`src/rtl/sseg_scan.sv`:
```
// -----------------------------------------------------------------------------
// sseg_scan
//
// Time-multiplexed driver for a 4-digit common-anode seven-segment display.
// A 16-bit word is captured into a shadow register on a load strobe and shown
// as four hex digits. A refresh prescaler sets how long each digit stays lit.
// Leading-zero blanking can be enabled, and digit 0 is never blanked.
//
// Handshake: there is no valid/ready pair. `load` is a single-cycle capture
// strobe with no backpressure. Every rising edge that sees load=1 captures
// `value`.
//
// Parameters
//   REFRESH_DIV   clock cycles each digit stays lit (1 .. 2^24-1)
//
// Ports
//   clk           system clock
//   reset         asynchronous, active-high reset
//   value[15:0]   display word; nibble k drives digit k (digit 0 rightmost)
//   load          capture strobe for `value`
//   blank_lz      leading-zero blanking enable, sampled every cycle
//   sseg_cathode  active-low segments {g,f,e,d,c,b,a}, registered
//   sseg_anode    active-low digit enables, one-hot-low or all high, registered
//   digit_tick    one-cycle pulse in the cycle the scan index advances
//   scan_state    current scan state (digit index), for observation
// -----------------------------------------------------------------------------
module sseg_scan #(
  parameter int REFRESH_DIV = 100000
) (
  input  logic        clk,
  input  logic        reset,
  input  logic [15:0] value,
  input  logic        load,
  input  logic        blank_lz,
  output logic [6:0]  sseg_cathode,
  output logic [3:0]  sseg_anode,
  output logic        digit_tick,
  output logic [1:0]  scan_state
);

  // Prescaler width. With REFRESH_DIV=1 the counter degenerates to a single
  // bit that stays at zero, so every cycle is a wrap cycle.
  localparam int PC_W = (REFRESH_DIV > 1) ? $clog2(REFRESH_DIV) : 1;
  localparam logic [PC_W-1:0] PC_MAX = PC_W'(REFRESH_DIV - 1);

  typedef enum logic [1:0] {
    D0 = 2'd0,
    D1 = 2'd1,
    D2 = 2'd2,
    D3 = 2'd3
  } scan_state_t;

  scan_state_t state_q, state_d;

  logic [15:0]     shv;
  logic [PC_W-1:0] pc;
  logic            wrap;

  logic [3:0]      nib;
  logic [6:0]      seg;
  logic [1:0]      msd;
  logic            blank;
  logic [3:0]      anode_d;
  logic [6:0]      cathode_d;

  // ---------------------------------------------------------------------------
  // Shadow register. The display path reads only shv, so `value` may change
  // freely between loads without tearing the display.
  // ---------------------------------------------------------------------------
  always_ff @(posedge clk or posedge reset) begin
    if (reset) begin
      shv <= 16'h0000;
    end else if (load) begin
      shv <= value;
    end
  end

  // ---------------------------------------------------------------------------
  // Refresh prescaler
  // ---------------------------------------------------------------------------
  assign wrap = (pc == PC_MAX);

  always_ff @(posedge clk or posedge reset) begin
    if (reset) begin
      pc <= '0;
    end else if (wrap) begin
      pc <= '0;
    end else begin
      pc <= pc + PC_W'(1);
    end
  end

  // ---------------------------------------------------------------------------
  // Scan FSM: D0 -> D1 -> D2 -> D3 -> D0, advancing only on a prescaler wrap.
  // ---------------------------------------------------------------------------
  always_ff @(posedge clk or posedge reset) begin
    if (reset) begin
      state_q <= D0;
    end else begin
      state_q <= state_d;
    end
  end

  always_comb begin
    state_d = state_q;
    if (wrap) begin
      case (state_q)
        D0:      state_d = D1;
        D1:      state_d = D2;
        D2:      state_d = D3;
        D3:      state_d = D0;
        default: state_d = D0;
      endcase
    end
  end

  assign scan_state = state_q;

  // ---------------------------------------------------------------------------
  // Digit select and hex decode
  // ---------------------------------------------------------------------------
  always_comb begin
    nib = 4'h0;
    case (state_q)
      D0:      nib = shv[3:0];
      D1:      nib = shv[7:4];
      D2:      nib = shv[11:8];
      D3:      nib = shv[15:12];
      default: nib = shv[3:0];
    endcase
  end

  // Active-low segment patterns, bit order {g,f,e,d,c,b,a}.
  always_comb begin
    seg = 7'h7F;
    case (nib)
      4'h0: seg = 7'h40;
      4'h1: seg = 7'h79;
      4'h2: seg = 7'h24;
      4'h3: seg = 7'h30;
      4'h4: seg = 7'h19;
      4'h5: seg = 7'h12;
      4'h6: seg = 7'h02;
      4'h7: seg = 7'h78;
      4'h8: seg = 7'h00;
      4'h9: seg = 7'h10;
      4'hA: seg = 7'h08;
      4'hB: seg = 7'h03;
      4'hC: seg = 7'h46;
      4'hD: seg = 7'h21;
      4'hE: seg = 7'h06;
      4'hF: seg = 7'h0E;
      default: seg = 7'h7F;
    endcase
  end

  // ---------------------------------------------------------------------------
  // Leading-zero blanking. msd is the index of the most significant nonzero
  // nibble, or 0 for an all-zero word, so digit 0 can never be blanked.
  // Zeros below msd stay lit (e.g. 0F00 shows "F00").
  // ---------------------------------------------------------------------------
  always_comb begin
    msd = 2'd0;
    if (shv[15:12] != 4'h0) begin
      msd = 2'd3;
    end else if (shv[11:8] != 4'h0) begin
      msd = 2'd2;
    end else if (shv[7:4] != 4'h0) begin
      msd = 2'd1;
    end
  end

  assign blank = blank_lz && (state_q > msd);

  // ---------------------------------------------------------------------------
  // Output next-values. The anode is derived from the state alone, so it is
  // always one-hot-low when lit and all high when blanked.
  // ---------------------------------------------------------------------------
  always_comb begin
    anode_d   = 4'b1110;
    cathode_d = seg;
    case (state_q)
      D0:      anode_d = 4'b1110;
      D1:      anode_d = 4'b1101;
      D2:      anode_d = 4'b1011;
      D3:      anode_d = 4'b0111;
      default: anode_d = 4'b1110;
    endcase
    if (blank) begin
      anode_d   = 4'hF;
      cathode_d = 7'h7F;
    end
  end

  // Outputs are fully registered, one cycle behind state and shadow.
  // digit_tick is registered from wrap so it is high in the cycle in which
  // the new scan index is held.
  always_ff @(posedge clk or posedge reset) begin
    if (reset) begin
      sseg_anode   <= 4'b1110;
      sseg_cathode <= 7'h40;
      digit_tick   <= 1'b0;
    end else begin
      sseg_anode   <= anode_d;
      sseg_cathode <= cathode_d;
      digit_tick   <= wrap;
    end
  end

endmodule

```
`config.mk`:
```
export PLATFORM = sky130hd
export DESIGN_NAME = sseg_scan
export DESIGN_NICKNAME = d
export VERILOG_FILES = /design/src/rtl/sseg_scan.sv
export SDC_FILE = /design/constraint.sdc
export NUM_CORES = 1
export LEC_CHECK = 0
export ABC_AREA = 0
export ABC_CLOCK_PERIOD_IN_PS = 2500
export CAP_MARGIN = 20
export CORE_MARGIN = 3
export CORE_UTILIZATION = 23
export CTS_BUF_LIST = sky130_fd_sc_hd__clkbuf_8 sky130_fd_sc_hd__clkbuf_16
export CTS_CLUSTER_SIZE = 8
export DETAILED_ROUTE_END_ITERATION = 8
export HOLD_SLACK_MARGIN = 0.03
export MAX_ROUTING_LAYER = met4
export PLACE_DENSITY = 0.49
export SYNTH_ARGS = -nofsm -noshare
export SYNTH_HDL_FRONTEND = slang
export SYNTH_SLANG_ARGS = --single-unit
```
`constraint.sdc`:
```
create_clock -name clk -period 2.5 [get_ports clk]
set_input_delay 0.375 -clock clk [delete_from_list [all_inputs] [get_ports clk]]
set_output_delay 0.375 -clock clk [all_outputs]
set_load 0.01 [all_outputs]
```
==> flow_metrics.tcl <==
set metrics [dict create \
    critPathLaunchType "register" \
    status "finished, final reports clean" \
    tightest_slew_ps 631 \
    relSlewSlack_pct 56.8 \
    drc 0 \
    vias 1619 \
    wl_met2_um 1940 \
    first_global_vias 1623 \
    grt_pass1_wl_um 8090 \
    cts_hold_buf 0 \
    path_delay_family "compound AO/OA/AOI/OAI gates" \
    synth-xor-area-share_pct 5.41 \
    cp_slowest_cell "dfrtp_1" \
    leakage_nw 1.22 \
    routedWlPerCell_um 12.8 \
    maxCapViolCount 0 \
    fp.coreArea_sq_um 9420 \
    synth-warning-count 0 \
    layout.cells.non_filler 373 \
    grt_max_degree 24 \
    rrSetupSlack_ps 220 \
    drive_above_1_share_pct 16.8 \
    wl_um 4770 \
    nets 277 \
    cts_buffers 5 \
    port_buffers 33 \
    drt-initial-drc-count 66 \
    cts_sinks 47 \
    hp-class "input port to async pin" \
    power_density_nw_per_um2 518 \
    die_h_um 105 \
    syn2layout_area_growth_pct 27.5 \
    cp_cell_sequence "inv_1 -> ha_1 -> a222oi_1 -> nand2_1 -> o21ai_2 -> inv_1 -> ha_1 -> nand2_1 -> o21ai_0 -> a21o_1" \
    fin_crit_ps 2280 \
    place.gp.congestion 0.829 \
    synth_flop_cell "dfrtp_1" \
    synth-compound-area-share_pct 7.90 \
    drt_first_pass_iters 6 \
    tritoncts "built" \
    synth_simple_gate_area_share_pct 14.3 \
    register_area_sq_um 1180 \
    die-area_sq_um 11100 \
    synth_seq_cells 47 \
    synth-adder-area-share_pct 7.73 \
    grt_overflow_total 0 \
    grt.total_usage_pct 9.41 \
    ioPinCount 34 \
    mappedNetlistArea_sq_um 2260 \
    antennaDiodeCount 0 \
    placed_cell_area_sq_um 2790 \
    setup_viol 0 \
    top_layer "met4" \
    fin_worst_skew_ps 8.83 \
    postRouteAntennaNets 0 \
    period_share_pct 91.2 \
    synth-edff-count 0 \
    hold_ws_ps 423 \
    rows 35 \
    slew_viol_final 0 \
    multi_input_area_sq_um 1020 \
    cp_max_fo 7 \
    place_inst 364 \
    total_power_mw 1.50 \
    synth.distinct_cells 38 \
    num-fill-cells 967 \
    critPathBufInv 2 \
    fin_tns_setup_ps 0 \
    avgSynthCellArea_sq_um 11.4 \
    max_freq_mhz 438 \
    dp_hpwl_um 3570 \
    crit_required_ps 2690 \
    initial_core_util_pct 24.1 \
    hold_violations 0 \
    most-common-layout-cells "43 x dfrtp_1, 33 x clkdlybuf4s50_1, 20 x nand2_1, 15 x nor2_1, 15 x mux2_2" \
    seq_area_frac_synth_pct 52.2 \
    netlist_instances 198 \
    grt_setup_unrepaired "no" \
    insertion_delay_ps 300 \
    cp-end-kind "register" \
    wl_met1_um 2500 \
    stdcell_area_sq_um 2890 \
    clkSlewWorstSetupHoldPaths_ps 100 \
    clockBufferDepth 2 \
    synth_fp_nets 232 \
    async_flop_share_pct 100 \
    worstPathArrival_ps 2470 \
    clockRootBuffer "clkbuf_8" \
    die_w_um 105 \
    routed_via_density 4.34 \
    cts_max_level 2 \
    wl_met3_um 244 \
    final_common_cell "dfrtp_1" \
    grt_antenna_before_repair 0 \
    vdd_drop_max_mv 0.219 \
    critPathKind "register to register" \
    muxShareOfSynthArea_pct 9.67 \
    cp_slowest_stage_delay_ps 460 \
    synth_top_family_by_area "simple AND/OR/NAND/NOR gates" \
]
path summary, 6_finish.rpt:
check                                          start                   endpoint  cells after the start
setup / recovery           scan_state[1]$_DFFE_PP0N_  sseg_cathode[4]$_DFF_PP0_                     10
setup reg to reg           scan_state[1]$_DFFE_PP0N_  sseg_cathode[4]$_DFF_PP0_                     10
min in group clk                     pc[0]$_DFF_PP0_            pc[0]$_DFF_PP0_                      1
hold reg to reg                      pc[0]$_DFF_PP0_            pc[0]$_DFF_PP0_                      1
hold / removal                                 reset            pc[5]$_DFF_PP0_                      2
max in group asynchronous                      reset         shv[5]$_DFFE_PP0P_                      3
state kept, by name (all words and copies together), names as in the netlist:
| name | cells |
|---|---|
| digit_tick | 1 |
| sseg_cathode | 7 |
| scan_state | 2 |
| shv | 16 |
| sseg_anode | 4 |
| pc | 17 |
synth_stat cells (2+ instances only):
master	n	area share [%]
dfrtp_1	43	48
nand2_1	20	3.3
mux2_2	15	7.5
nor2_1	15	2.5
ha_1	14	7.7
inv_1	10	1.7
nand3_1	9	2.0
o21ai_0	7	1.5
xnor2_1	7	2.7
xor2_1	7	2.7
mux2i_1	5	2.2
a222oi_1	4	1.8
dfstp_2	4	4.6
o211ai_1	4	1.3
nand4_1	3	0.83
nor3_1	3	0.66
a21oi_1	2	0.44
and3_1	2	0.55
and4_1	2	0.77
clkbuf_1	2	0.33
nor2b_1	2	0.55
or4_1	2	0.66
cell type report:
type | count | area share [%]
Tap cell | 129 | 5.59
Timing Repair Buffer | 41 | 13.5
Clock inverter | 3 | 0.694
Inverter | 11 | 1.43
Clock buffer | 5 | 2.38
Multi-Input combinational cell | 137 | 35.5
Sequential cell | 47 | 40.9
layer usage:
metal | track usage, % | vias to the layer above
met5 | - | -
li1 | - | 784
met1 | 12.9 | 776
met3 | 2.39 | 7
met2 | 13.3 | 52
met4 | 3.47 | 0
report_power, final:
part / total, mW / switching (mW) / internal, mW / leakage (nW)
logic: 0.207 / 0.0958 / 0.111 / 0.600
registers: 0.828 / 0.0241 / 0.804 / 0.584
clock network: 0.460 / 0.265 / 0.195 / 0.0402
cell families after synthesis:
| kind of cell | after synthesis |
|---|---|
| DFF | 47 |
| buffers and inverters | 14 |
| xor gates and xnor gates | 14 |
| and+or+nand+nor | 64 |
| AOI/OAI and AO/OA | 25 |
| muxes | 20 |
| adders and majority gates | 14 |
per-stage QoR:
stage | util (%) | setup slack, ps
finish | 30.7 | 219
global route | 30.7 | 17.8
CTS | 30.5 | 29.0
detailed placement | 29.6 | 65.3
global placement | 29.6 | 164
floorplan | - | 216
what timing repair did:
action,4_1_cts,5_1_grt
setup endpoints to repair,0,7
setup buffers,0,1
resized for setup,0,2
No activity file was read; power rests on OpenSTA's default activity.
